File: src/rtl/pic_pkg.sv
// Shared types and helpers for the 8259-style interrupt acknowledge logic.
package pic_pkg;

    typedef enum logic [1:0] {
        ST_IDLE = 2'd0,
        ST_PEND = 2'd1,
        ST_ACK1 = 2'd2
    } ack_state_e;

    localparam logic [2:0] SPURIOUS_LEVEL  = 3'd7;
    localparam logic [2:0] LOWEST_PRIO_RST = 3'd7;

    typedef struct packed {
        logic       found;
        logic [2:0] level;
    } ffs_result_t;

    // Highest-priority set bit of vec, where priority starts just above
    // 'lowest' and wraps. Rotating first lets a plain low-to-high priority
    // encoder do the search; the offset is added back afterwards.
    function automatic ffs_result_t rot_find_first(input logic [7:0] vec,
                                                   input logic [2:0] lowest);
        logic [2:0]  start;
        logic [7:0]  rot;
        ffs_result_t res;
        start = lowest + 3'd1;
        rot   = 8'({vec, vec} >> start);
        res   = '0;
        for (int i = 7; i >= 0; i--) begin
            if (rot[i]) begin
                res.found = 1'b1;
                res.level = start + 3'(i);
            end
        end
        return res;
    endfunction

endpackage

File: src/rtl/pic_ack_sequencer_if.sv
// Bus between the controller core (register file, resolver) and the
// acknowledge sequencer.
interface pic_ack_sequencer_if #(parameter int VEC_BASE_W = 5);

    logic [7:0]            irr;
    logic [7:0]            imr;
    logic [2:0]            highest_priority_int;
    logic                  inta;
    logic [VEC_BASE_W-1:0] vector_base;
    logic                  aeoi;
    logic                  eoi;
    logic                  eoi_specific;
    logic [2:0]            eoi_level;
    logic                  rotate_on_eoi;

    logic                  int_out;
    logic [7:0]            isr;
    logic [7:0]            clr_irr;
    logic [2:0]            lowest_prio;
    logic [VEC_BASE_W+2:0] vector;
    logic                  vector_valid;

    modport master (
        output irr, imr, highest_priority_int, inta, vector_base, aeoi,
               eoi, eoi_specific, eoi_level, rotate_on_eoi,
        input  int_out, isr, clr_irr, lowest_prio, vector, vector_valid
    );

    modport slave (
        input  irr, imr, highest_priority_int, inta, vector_base, aeoi,
               eoi, eoi_specific, eoi_level, rotate_on_eoi,
        output int_out, isr, clr_irr, lowest_prio, vector, vector_valid
    );

endinterface

File: src/rtl/pic_ack_sequencer_isr_eoi_unit.sv
// In-Service Register and rotating priority pointer. Takes set/clear
// requests from the acknowledge FSM and applies EOI commands.
module isr_eoi_unit
    import pic_pkg::*;
(
    input  logic       clk,
    input  logic       reset,
    input  logic       set_en_i,
    input  logic [2:0] set_lvl_i,
    input  logic       aeoi_clr_en_i,
    input  logic [2:0] aeoi_clr_lvl_i,
    input  logic       eoi_i,
    input  logic       eoi_specific_i,
    input  logic [2:0] eoi_level_i,
    input  logic       rotate_i,
    output logic [7:0] isr_o,
    output logic [2:0] lowest_prio_o
);

    logic [7:0]  isr_q, isr_d;
    logic [2:0]  lowest_q, lowest_d;
    ffs_result_t ffs;
    logic        eoi_hit;
    logic [2:0]  eoi_lvl;
    logic [7:0]  eoi_mask, aeoi_mask, set_mask;

    // EOI is resolved against the current ISR; the FSM set is OR-ed in last
    // so it wins when both hit the same bit.
    always_comb begin
        // NOTE: every signal gets a default first so no path leaves it unassigned (no latch).
        ffs       = rot_find_first(isr_q, lowest_q);
        eoi_lvl   = eoi_specific_i ? eoi_level_i : ffs.level;
        eoi_hit   = eoi_i & (eoi_specific_i ? isr_q[eoi_level_i] : ffs.found);
        eoi_mask  = eoi_hit ? (8'd1 << eoi_lvl) : 8'd0;
        aeoi_mask = aeoi_clr_en_i ? (8'd1 << aeoi_clr_lvl_i) : 8'd0;
        set_mask  = set_en_i ? (8'd1 << set_lvl_i) : 8'd0;
        isr_d     = (isr_q & ~eoi_mask & ~aeoi_mask) | set_mask;
        lowest_d  = (eoi_hit & rotate_i) ? eoi_lvl : lowest_q;
    end

    // ISR and priority pointer registers.
    always_ff @(posedge clk) begin
        // NOTE: sequential state uses non-blocking assignments so all flops update together.
        if (reset) begin
            isr_q    <= 8'd0;
            lowest_q <= LOWEST_PRIO_RST;
        end else begin
            isr_q    <= isr_d;
            lowest_q <= lowest_d;
        end
    end

    assign isr_o         = isr_q;
    assign lowest_prio_o = lowest_q;

endmodule

File: src/rtl/pic_ack_sequencer.sv
// Interrupt acknowledge sequencer: raises INT, runs the two-pulse INTA
// handshake and hands ISR/EOI bookkeeping to isr_eoi_unit.
module pic_ack_sequencer
    import pic_pkg::*;
#(
    parameter int VEC_BASE_W = 5
) (
    input  logic                clk,
    input  logic                reset,
    pic_ack_sequencer_if.slave  bus
);

    ack_state_e            state_q, state_d;
    logic                  inta_q;
    logic                  inta_rise;
    logic                  req_valid;
    logic [2:0]            hpi;
    logic [7:0]            isr;
    logic [2:0]            lowest_prio;

    logic [2:0]            level_q, level_d;
    logic                  spurious_q, spurious_d;
    logic                  int_out_q, int_out_d;
    logic [7:0]            clr_irr_q, clr_irr_d;
    logic [VEC_BASE_W+2:0] vector_q, vector_d;
    logic                  vector_valid_q, vector_valid_d;
    logic                  isr_set_en;
    logic                  isr_clr_en;

    assign hpi       = bus.highest_priority_int;
    assign inta_rise = bus.inta & ~inta_q;
    assign req_valid = bus.irr[hpi] & ~bus.imr[hpi] & ~isr[hpi];

    // State, edge detector and registered outputs.
    always_ff @(posedge clk) begin
        if (reset) begin
            state_q        <= ST_IDLE;
            inta_q         <= 1'b0;
            level_q        <= SPURIOUS_LEVEL;
            spurious_q     <= 1'b0;
            int_out_q      <= 1'b0;
            clr_irr_q      <= 8'd0;
            vector_q       <= '0;
            vector_valid_q <= 1'b0;
        end else begin
            state_q        <= state_d;
            inta_q         <= bus.inta;
            level_q        <= level_d;
            spurious_q     <= spurious_d;
            int_out_q      <= int_out_d;
            clr_irr_q      <= clr_irr_d;
            vector_q       <= vector_d;
            vector_valid_q <= vector_valid_d;
        end
    end

    // Next state: wait for a request, then two INTA edges.
    always_comb begin
        state_d = state_q;
        case (state_q)
            ST_IDLE: if (req_valid) state_d = ST_PEND;
            ST_PEND: if (inta_rise) state_d = ST_ACK1;
            ST_ACK1: if (inta_rise) state_d = ST_IDLE;
            default: state_d = ST_IDLE;
        endcase
    end

    // Outputs and ISR requests; a request gone by the first INTA is spurious.
    always_comb begin
        int_out_d      = 1'b0;
        clr_irr_d      = 8'd0;
        vector_d       = vector_q;
        vector_valid_d = 1'b0;
        level_d        = level_q;
        spurious_d     = spurious_q;
        isr_set_en     = 1'b0;
        isr_clr_en     = 1'b0;
        case (state_q)
            ST_PEND: begin
                int_out_d = ~inta_rise;
                if (inta_rise) begin
                    if (req_valid) begin
                        level_d    = hpi;
                        spurious_d = 1'b0;
                        isr_set_en = 1'b1;
                        clr_irr_d  = 8'd1 << hpi;
                    end else begin
                        level_d    = SPURIOUS_LEVEL;
                        spurious_d = 1'b1;
                    end
                end
            end
            ST_ACK1: begin
                if (inta_rise) begin
                    vector_d       = {bus.vector_base, level_q};
                    vector_valid_d = 1'b1;
                    isr_clr_en     = bus.aeoi & ~spurious_q;
                end
            end
            default: ;
        endcase
    end

    isr_eoi_unit u_isr_eoi (
        .clk            (clk),
        .reset          (reset),
        .set_en_i       (isr_set_en),
        .set_lvl_i      (hpi),
        .aeoi_clr_en_i  (isr_clr_en),
        .aeoi_clr_lvl_i (level_q),
        .eoi_i          (bus.eoi),
        .eoi_specific_i (bus.eoi_specific),
        .eoi_level_i    (bus.eoi_level),
        .rotate_i       (bus.rotate_on_eoi),
        .isr_o          (isr),
        .lowest_prio_o  (lowest_prio)
    );

    assign bus.int_out      = int_out_q;
    assign bus.isr          = isr;
    assign bus.clr_irr      = clr_irr_q;
    assign bus.lowest_prio  = lowest_prio;
    assign bus.vector       = vector_q;
    assign bus.vector_valid = vector_valid_q;

endmodule

File: src/flat_wrapper.sv
// flat-port wrapper written by rule: the top's interface ports become plain ports
module pic_ack_sequencer_flat import pic_pkg::*;
#(
    parameter int VEC_BASE_W = 5
)
  (clk, reset, bus_irr, bus_imr, bus_highest_priority_int, bus_inta, bus_vector_base, bus_aeoi, bus_eoi, bus_eoi_specific, bus_eoi_level, bus_rotate_on_eoi, bus_int_out, bus_isr, bus_clr_irr, bus_lowest_prio, bus_vector, bus_vector_valid);
  pic_ack_sequencer_if #(.VEC_BASE_W(VEC_BASE_W)) bus_i ();
  input  logic clk;
  input  logic reset;
  input wire logic [$bits(bus_i.irr)-1:0] bus_irr;
  input wire logic [$bits(bus_i.imr)-1:0] bus_imr;
  input wire logic [$bits(bus_i.highest_priority_int)-1:0] bus_highest_priority_int;
  input wire logic [$bits(bus_i.inta)-1:0] bus_inta;
  input wire logic [$bits(bus_i.vector_base)-1:0] bus_vector_base;
  input wire logic [$bits(bus_i.aeoi)-1:0] bus_aeoi;
  input wire logic [$bits(bus_i.eoi)-1:0] bus_eoi;
  input wire logic [$bits(bus_i.eoi_specific)-1:0] bus_eoi_specific;
  input wire logic [$bits(bus_i.eoi_level)-1:0] bus_eoi_level;
  input wire logic [$bits(bus_i.rotate_on_eoi)-1:0] bus_rotate_on_eoi;
  output wire logic [$bits(bus_i.int_out)-1:0] bus_int_out;
  output wire logic [$bits(bus_i.isr)-1:0] bus_isr;
  output wire logic [$bits(bus_i.clr_irr)-1:0] bus_clr_irr;
  output wire logic [$bits(bus_i.lowest_prio)-1:0] bus_lowest_prio;
  output wire logic [$bits(bus_i.vector)-1:0] bus_vector;
  output wire logic [$bits(bus_i.vector_valid)-1:0] bus_vector_valid;
  assign bus_i.irr = bus_irr;
  assign bus_i.imr = bus_imr;
  assign bus_i.highest_priority_int = bus_highest_priority_int;
  assign bus_i.inta = bus_inta;
  assign bus_i.vector_base = bus_vector_base;
  assign bus_i.aeoi = bus_aeoi;
  assign bus_i.eoi = bus_eoi;
  assign bus_i.eoi_specific = bus_eoi_specific;
  assign bus_i.eoi_level = bus_eoi_level;
  assign bus_i.rotate_on_eoi = bus_rotate_on_eoi;
  assign bus_int_out = bus_i.int_out;
  assign bus_isr = bus_i.isr;
  assign bus_clr_irr = bus_i.clr_irr;
  assign bus_lowest_prio = bus_i.lowest_prio;
  assign bus_vector = bus_i.vector;
  assign bus_vector_valid = bus_i.vector_valid;
  pic_ack_sequencer #(.VEC_BASE_W(VEC_BASE_W)) u_core (.clk(clk), .reset(reset), .bus(bus_i));
endmodule
File: config.mk
export PLATFORM = sky130hd
export DESIGN_NAME = pic_ack_sequencer_flat
export DESIGN_NICKNAME = d
export VERILOG_FILES = /design/src/rtl/pic_pkg.sv /design/src/rtl/pic_ack_sequencer_if.sv /design/src/rtl/pic_ack_sequencer_isr_eoi_unit.sv /design/src/rtl/pic_ack_sequencer.sv /design/src/flat_wrapper.sv
export SDC_FILE = /design/constraint.sdc
export NUM_CORES = 1
export LEC_CHECK = 0
export ABC_AREA = 1
export CAP_MARGIN = 30
export CORE_MARGIN = 1.5
export CORE_UTILIZATION = 52
export DETAILED_ROUTE_END_ITERATION = 12
export GPL_TIMING_DRIVEN = 0
export PLACE_DENSITY = 0.83
export SETUP_SLACK_MARGIN = 0.2
export SLEW_MARGIN = 20
export SYNTH_ARGS = -nofsm -noshare
export SYNTH_HDL_FRONTEND = slang
export SYNTH_SLANG_ARGS = --single-unit
File: constraint.sdc
create_clock -name clk -period 6.72 [get_ports clk]
set_input_delay 0.672 -clock clk [delete_from_list [all_inputs] [get_ports clk]]
set_output_delay 0.672 -clock clk [all_outputs]
set_load 0.005 [all_outputs]
==> impl_metrics.csv, run 1 <==
group,metric,value,unit
placement,hpwlAfterDp,5220,µm
timing,setup-tns-final,0,ns
timing,clock_skew,0.00632,ns
global_route,antenna_found_initial,0,
final_layout,final_core_util,0.749,
pwr,p_per_area,235,nW/µm²
final_layout,nNetsFinal,474,
timing,worst_pin_slew,0.453,ns
floorplanning,pin_count,63,
worst_setup_path,critical_path.max_stage_delay,0.39,ns
synth,synth_top_area_frac,0.314,
clock_tree,cts_buffers,5,
synth,syn_nets,406,
floorplanning,die_area,4830,µm²
timing,relSlewSlack,0.698,
pwr,power_leakage,1.38,nW
timing,finalCriticalPeriod,2.73,ns
worst_setup_path,end_kind,"register",
final_layout,multiInputGateArea,1360,µm²
synth,synthTopCellsByArea,"dfxtp_1 31%, nand2_1 17%, nand3_1 8.5%",
global_route,grt_max_degree,13,
worst_setup_path,cp-start-kind,"register",
final_layout,area_delta_synth_final,34.1,%
timing,fmax,366,MHz
synth,synth_area,2300,µm²
floorplanning,fp.dieW,69.5,µm
worst_setup_path,cpMaxStageDelayCell,"dfxtp_1",
min_path,worstHoldStart,"u_core.bus.vector[3]$_SDFFE_PP0P_",
global_route,track_usage,0.281,
synth,yosys.area_share.simple,0.420,
synth,yosys-mux-area-fraction,0,
worst_setup_path,crit_buf_inv,3,
placement,place_area,2970,µm²
clock_tree,postCtsSetupRepairBufs,0,
synth,synth.avg_cell_area,6.21,µm²
clock_tree,max-clock-path-buffers,2,
synth,synth_cells,370,
placement,portBuffers,61,
worst_setup_path,path_class,"register to register",
worst_setup_path,critical_path.most_common_cell,"nand2_1",
pwr,vdd_ir_drop_max,0.000233,V
timing,hold_violations,0,
synth,ys_warn_count,0,
final_layout,final_cell_mix,"104 x nand2_1, 61 x clkdlybuf4s50_1, 44 x inv_1, 39 x nand3_1, 37 x nor2_1",
final_layout,final_common_cell,"nand2_1",
worst_setup_path,crit_required,6.91,ns
synth,yosysTopAreaCell,"dfxtp_1",
final_layout,fin_area,3080,µm²
worst_setup_path,r2r-start,"u_core.u_isr_eoi.lowest_prio_o[0]$_SDFFE_PP1P_",
worst_setup_path,r2r_slack,3.99,ns
placement,place.gp.congestion,0.926,
clock_tree,clkTransAtPathRegs,0.07,ns
clock_tree,cts_sinks,36,
floorplanning,num_rows,23,
drt,vias_per_cell,5.40,
floorplanning,core_area,4120,µm²
synth,ys_ff_latch,36,
worst_setup_path,arrival,2.92,ns
worst_setup_path,crit_path_cell_trace,"inv_2 -> buf_4 -> ha_1 -> inv_1 -> nand3_1 -> nand3_1 -> nand2_2 -> nor2_1 -> nand3_1 -> nand2_1 -> nand2_1 -> nand2_1 -> nand2_1 -> a21boi_1 -> nand2_1 -> o21bai_1 -> nand2_1",
synth,synth_xor_area_frac,0.0185,
global_route,grt_pass1_vias,2525,
synth,synth_top_family_by_area,"simple AND/OR/NAND/NOR gates",
timing,maxSlewViolCount,0,
drt,via_count,2641,
timing,min_period_over_period,0.406,
drt,postRouteAntennaNets,0,
timing,rsz0062_at_grt,"false",
min_path,min_path_cells,2,
drt,wl_per_cell,13.5,µm
clock_tree,clk_latency,0.29,ns
global_route,overflow,0,
drt,routed_wl,6600,µm
final_layout,drive_gt1_frac,0.0729,
timing,setup_viol,0,
worst_setup_path,rr_worst_depth,17,
floorplanning,die_y,69.5,µm
final_layout,seq_area,721,µm²
worst_setup_path,path_delay_family,"simple AND/OR/NAND/NOR gates",
drt,first_iter_violations,217,
synth,ys_seq_area_frac,0.314,
floorplanning,initial_core_util,0.559,
clock_tree,hold_buffers,0,
min_path,hold_path_class,"register to register",
worst_setup_path,r2r-end,"u_core.u_isr_eoi.isr_o[0]$_SDFF_PP0_",
final_layout,antennaDiodeCount,0,
synth,synth_fa_ha_area_frac,0.0109,
synth,ys_types,32,
drt,firstDrtPassIters,4,
clock_tree,cts_resized,0,
clock_tree,h-tree-depth,2,
worst_setup_path,cp_max_fo,10,
run_status,status,"complete, no violations",
clock_tree,cts-root-buf,"clkbuf_8",
synth,synth_compound_gate_area_share,0.140,
final_layout,fillCellCount,336,
global_route,grt_pass1_wl,11100,µm
drt,drc_errors,0,
clock_tree,tritoncts,"yes",
job,cap_violations,0,
min_path,min_to,"u_core.bus.vector[3]$_SDFFE_PP0P_",
## worst max path at each step
stage	start	to	slack, ns	cells after the start
2_1_floorplan	u_core.u_isr_eoi.lowest_prio_o[0]$_SDFFE_PP1P_	u_core.u_isr_eoi.isr_o[0]$_SDFF_PP0_	4.41	19
3_3_place_gp	bus_highest_priority_int[0]	u_core.u_isr_eoi.isr_o[3]$_SDFF_PP0_	3.79	13
3_5_place_dp	bus_highest_priority_int[0]	u_core.u_isr_eoi.isr_o[2]$_SDFF_PP0_	3.71	13
4_1_cts	u_core.u_isr_eoi.lowest_prio_o[0]$_SDFFE_PP1P_	u_core.u_isr_eoi.isr_o[0]$_SDFF_PP0_	4.01	17
5_1_grt	u_core.u_isr_eoi.lowest_prio_o[0]$_SDFFE_PP1P_	u_core.u_isr_eoi.isr_o[7]$_SDFF_PP0_	3.66	21
6_report	u_core.u_isr_eoi.lowest_prio_o[0]$_SDFFE_PP1P_	u_core.u_isr_eoi.isr_o[0]$_SDFF_PP0_	3.99	17
## cell usage after synthesis (all sizes together)
master	number
o2111ai	1
o22ai	2
dfxtp	36
nor3	7
and3	2
nor2	38
a41oi	2
clkbuf	4
inv	47
o21ai	24
xor2	2
a211oi	1
nand3	44
a21boi	2
ha	2
a31oi	3
a21oi	20
buf	4
nand4	10
nand2	112
nor4	3
xnor2	2
o21bai	2
## report_power, final
part           internal, mW  switching (mW)
Clock                 0.110          0.0791
Combinational         0.117           0.195
Sequential            0.219         0.00543
Total                 0.445           0.280
## kinds of logic (layout without fill, tap and decap cells)
logic type,after synthesis,in the layout
flops,36,36
compound gates,57,57
fa+ha+maj,2,2
xor+xnor,4,4
buf+inv,55,124
simple gates,216,216
## per-stage QoR
step	total power, mW	cells	setup slack (ns)	hold slack [ns]
6_report	0.725	489	3.99	0.497
5_1_grt	0.782	489	3.66	0.524
4_1_cts	0.721	489	4.01	0.495
3_5_place_dp	0.536	481	3.71	0.477
3_3_place_gp	0.530	481	3.79	0.466
2_1_floorplan	0.459	370	4.41	0.478
## state kept, by name, summed over array words and instances (netlist names), 2 cells and up
signal                          count
u_core.u_isr_eoi.isr_o              8
u_core.bus.clr_irr                  8
u_core.bus.vector                   8
u_core.u_isr_eoi.lowest_prio_o      3
u_core.state_q                      2
u_core.level_q                      3
## routing by layer
layer  GRT usage  wire length, µm
met5           0                0
met4      0.0959              125
met3      0.0523              337
met2       0.509             3430
met1       0.330             2700
## worst reg2reg max path: stages (launching register included)
cell and delay [ns]:
dfxtp_1 0.39, inv_2 0.06, buf_4 0.17, ha_1 0.34, inv_1 0.26, nand3_1 0.20
nand3_1 0.14, nand2_2 0.10, nor2_1 0.11, nand3_1 0.09, nand2_1 0.07, nand2_1 0.04
nand2_1 0.06, nand2_1 0.07, a21boi_1 0.22, nand2_1 0.10, o21bai_1 0.17, nand2_1 0.06
## final cells by class
class | instances | share of cell area
multi-input cells | 279 | 0.440
plain buffers | 8 | 0.0150
inverters | 47 | 0.0572
clock buffers | 5 | 0.0223
flip-flops and latches | 36 | 0.234
clock inverters | 3 | 0.0138
well taps | 50 | 0.0203
repair buffers | 61 | 0.198
(Power assumes the default switching activity.)
==> run 2: changes to the inputs <==
--- a/config.mk
+++ b/config.mk
@@ -8,10 +8,10 @@
 export ABC_AREA = 1
 export CAP_MARGIN = 30
 export CORE_MARGIN = 1.5
-export CORE_UTILIZATION = 52
+export CORE_UTILIZATION = 44
 export DETAILED_ROUTE_END_ITERATION = 12
 export GPL_TIMING_DRIVEN = 0
-export PLACE_DENSITY = 0.83
+export PLACE_DENSITY = 0.75
 export SETUP_SLACK_MARGIN = 0.2
 export SLEW_MARGIN = 20
 export SYNTH_ARGS = -nofsm -noshare
==> constraint.sdc (replaced) <==
create_clock -name clk -period 2.28 [get_ports clk]
set_input_delay 0.228 -clock clk [delete_from_list [all_inputs] [get_ports clk]]
set_output_delay 0.228 -clock clk [all_outputs]
set_load 0.005 [all_outputs]
==> run 2 against run 1 <==
  * The flow now finishes with violations (negative setup slack)
  * Via count grew 5.5%
  * Combinational power grew to 4.5 times the previous value
  * Worst hold slack lost 0.016 ns
  * First-iteration DRC count shrank 24%
  * Die area grew 17%
  * Fmax grew 16%
  * Count of clock-buffer cells in the layout grew 2
  * Critical path depth grew 2
  * Utilization shrank 2.5 points
  * Wire length grew 16%
  * Largest power group unchanged
==> impl_metrics.csv, run 2 (same netlist as run 1, synthesis figures left out) <==
group,metric,value,unit
timing,fmax,424,MHz
drt,first_iter_violations,164,
floorplanning,pin_count,63,
placement,dpl_worst_slack,-0.154,ns
final_layout,final_cell_mix,"85 x nand2_1, 61 x clkdlybuf4s50_1, 39 x inv_1, 35 x dfxtp_1, 28 x nor2_1",
worst_setup_path,crit_buf_inv,3,
drt,drc_errors,0,
clock_tree,cts-root-buf,"clkbuf_8",
placement,place.gp.congestion,0.887,
timing,rsz0062_at_grt,"true",
worst_setup_path,arrival,2.55,ns
worst_setup_path,path_delay_family,"simple AND/OR/NAND/NOR gates",
worst_setup_path,end_kind,"register",
drt,via_count,2786,
final_layout,nNetsFinal,485,
placement,place_inst,501,
clock_tree,cts_sinks,36,
timing,hold_violations,0,
run_status,status,"finished with violations",
pwr,p_per_area,732,nW/µm²
final_layout,antennaDiodeCount,0,
floorplanning,initial_core_util,0.453,
clock_tree,hold_buffers,0,
pwr,power,2.69,mW
drt,firstDrtPassIters,5,
global_route,track_usage,0.282,
timing,fin_ws,-0.0800,ns
worst_setup_path,critical_path.most_common_cell,"nand2_1",
drt,wl_per_cell,14.7,µm
drt,routed_wl,7630,µm
run_status,violations,"negative setup slack",
job,cap_violations,0,
global_route,grt_pass1_vias,2666,
clock_tree,cts_buffers,5,
worst_setup_path,cpMaxStageDelayCell,"dfxtp_2",
clock_tree,h-tree-depth,2,
min_path,hold_path_class,"register to register",
clock_tree,max-clock-path-buffers,2,
global_route,antenna_found_initial,0,
worst_setup_path,critical_path.max_stage_delay,0.36,ns
drt,vias_per_cell,5.36,
placement,portBuffers,61,
clock_tree,clkTransAtPathRegs,0.08,ns
drt,postRouteAntennaNets,0,
worst_setup_path,path_class,"register to register",
timing,relSlewSlack,0.649,
pwr,power_leakage,1.58,nW
timing,whs,0.481,ns
floorplanning,core_area,5070,µm²
final_layout,instances_no_fill,520,
clock_tree,clk_latency,0.29,ns
timing,clock_skew,0.0115,ns
global_route,overflow,0,
final_layout,fillCellCount,408,
timing,worst_pin_slew,0.526,ns
final_layout,final_common_cell,"nand2_1",
worst_setup_path,cp-start-kind,"register",
worst_setup_path,crit_path_cell_trace,"inv_2 -> buf_6 -> ha_4 -> buf_8 -> nand3_4 -> nand2_4 -> nand2_1 -> nand2_1 -> nand2_2 -> nand2_1 -> nand2_1 -> nand2_1 -> nand2_1 -> nand2_1 -> nand3_2 -> a21oi_2 -> nand4_1 -> nand2_1 -> nand2_1",
floorplanning,die_area,5670,µm²
pwr,vdd_ir_drop_max,0.000593,V
global_route,grt_pass1_wl,12100,µm
timing,setup-tns-final,-0.434,ns
timing,finalCriticalPeriod,2.36,ns
timing,setup_viol,9,
timing,maxSlewViolCount,0,
final_layout,drive_gt1_frac,0.256,
clock_tree,tritoncts,"yes",
global_route,grt_max_degree,12,
floorplanning,die_y,75.3,µm
floorplanning,num_rows,26,
worst_setup_path,crit_required,2.47,ns
timing,min_period_over_period,1.04,
floorplanning,fp.dieW,75.3,µm
worst_setup_path,cp_max_fo,5,
final_layout,area_delta_synth_final,59.8,%
placement,hpwlAfterDp,5430,µm
run 2: worst paths after layout:
kind / startpoint / end / slack [ns] / cells past startpoint
max reg2reg: u_core.u_isr_eoi.lowest_prio_o[0]$_SDFFE_PP1P_ / u_core.u_isr_eoi.isr_o[5]$_SDFF_PP0_ / -0.08 / 19
min: u_core.bus.vector[6]$_SDFFE_PP0P_ / u_core.bus.vector[6]$_SDFFE_PP0P_ / 0.48 / 2
max: u_core.u_isr_eoi.lowest_prio_o[0]$_SDFFE_PP1P_ / u_core.u_isr_eoi.isr_o[5]$_SDFF_PP0_ / -0.08 / 19
min reg2reg: u_core.bus.vector[6]$_SDFFE_PP0P_ / u_core.bus.vector[6]$_SDFFE_PP0P_ / 0.48 / 2
run 2: timing repair:
item,4_1_cts,5_1_grt
buffers inserted,6,3
endpoints found under the setup margin,11,19
pin swaps,17,14
cloned,2,0
resized for setup,49,45
run 2: routing by layer:
layer / share of wire / up-vias / GRT usage / wire length [µm]
met5: 0 / - / 0 / 0
met4: 0.026 / 0 / 0.127 / 195
met1: 0.39 / 1291 / 0.313 / 3010
met2: 0.53 / 97 / 0.519 / 4070
met3: 0.048 / 20 / 0.0522 / 363
li1: - / 1378 / - / -
run 2: worst min-delay path, stage by stage (launching register included):
cell and delay, ns:
dfxtp_1 0.33, nor2_1 0.04, nor2_1 0.08
run 2: metrics by stage:
step | cell area [µm²] | utilization
after CTS | 3470 | 0.683
after global routing | 3670 | 0.724
after detailed placement | 3070 | 0.605
after global placement | 3070 | 0.605
final | 3670 | 0.724
after floorplan | 2370 | -
run 2: report_power, final:
group / leakage (nW) / switching [mW] / internal, mW
clock network: 0.0645 / 0.229 / 0.386
logic: 1.22 / 0.841 / 0.570
registers: 0.291 / 0.0181 / 0.645
total: 1.58 / 1.09 / 1.60
run 2: final cells by class:
class | instances | area (µm²) | share of cell area
Buffer | 8 | 60.1 | 0.0163
Clock buffer | 7 | 96.3 | 0.0262
Sequential cell | 36 | 722 | 0.197
Tap cell | 70 | 87.6 | 0.0238
Multi-Input combinational cell | 279 | 1770 | 0.481
Clock inverter | 1 | 30.0 | 0.00817
Inverter | 47 | 189 | 0.0514
Timing Repair Buffer | 72 | 721 | 0.196
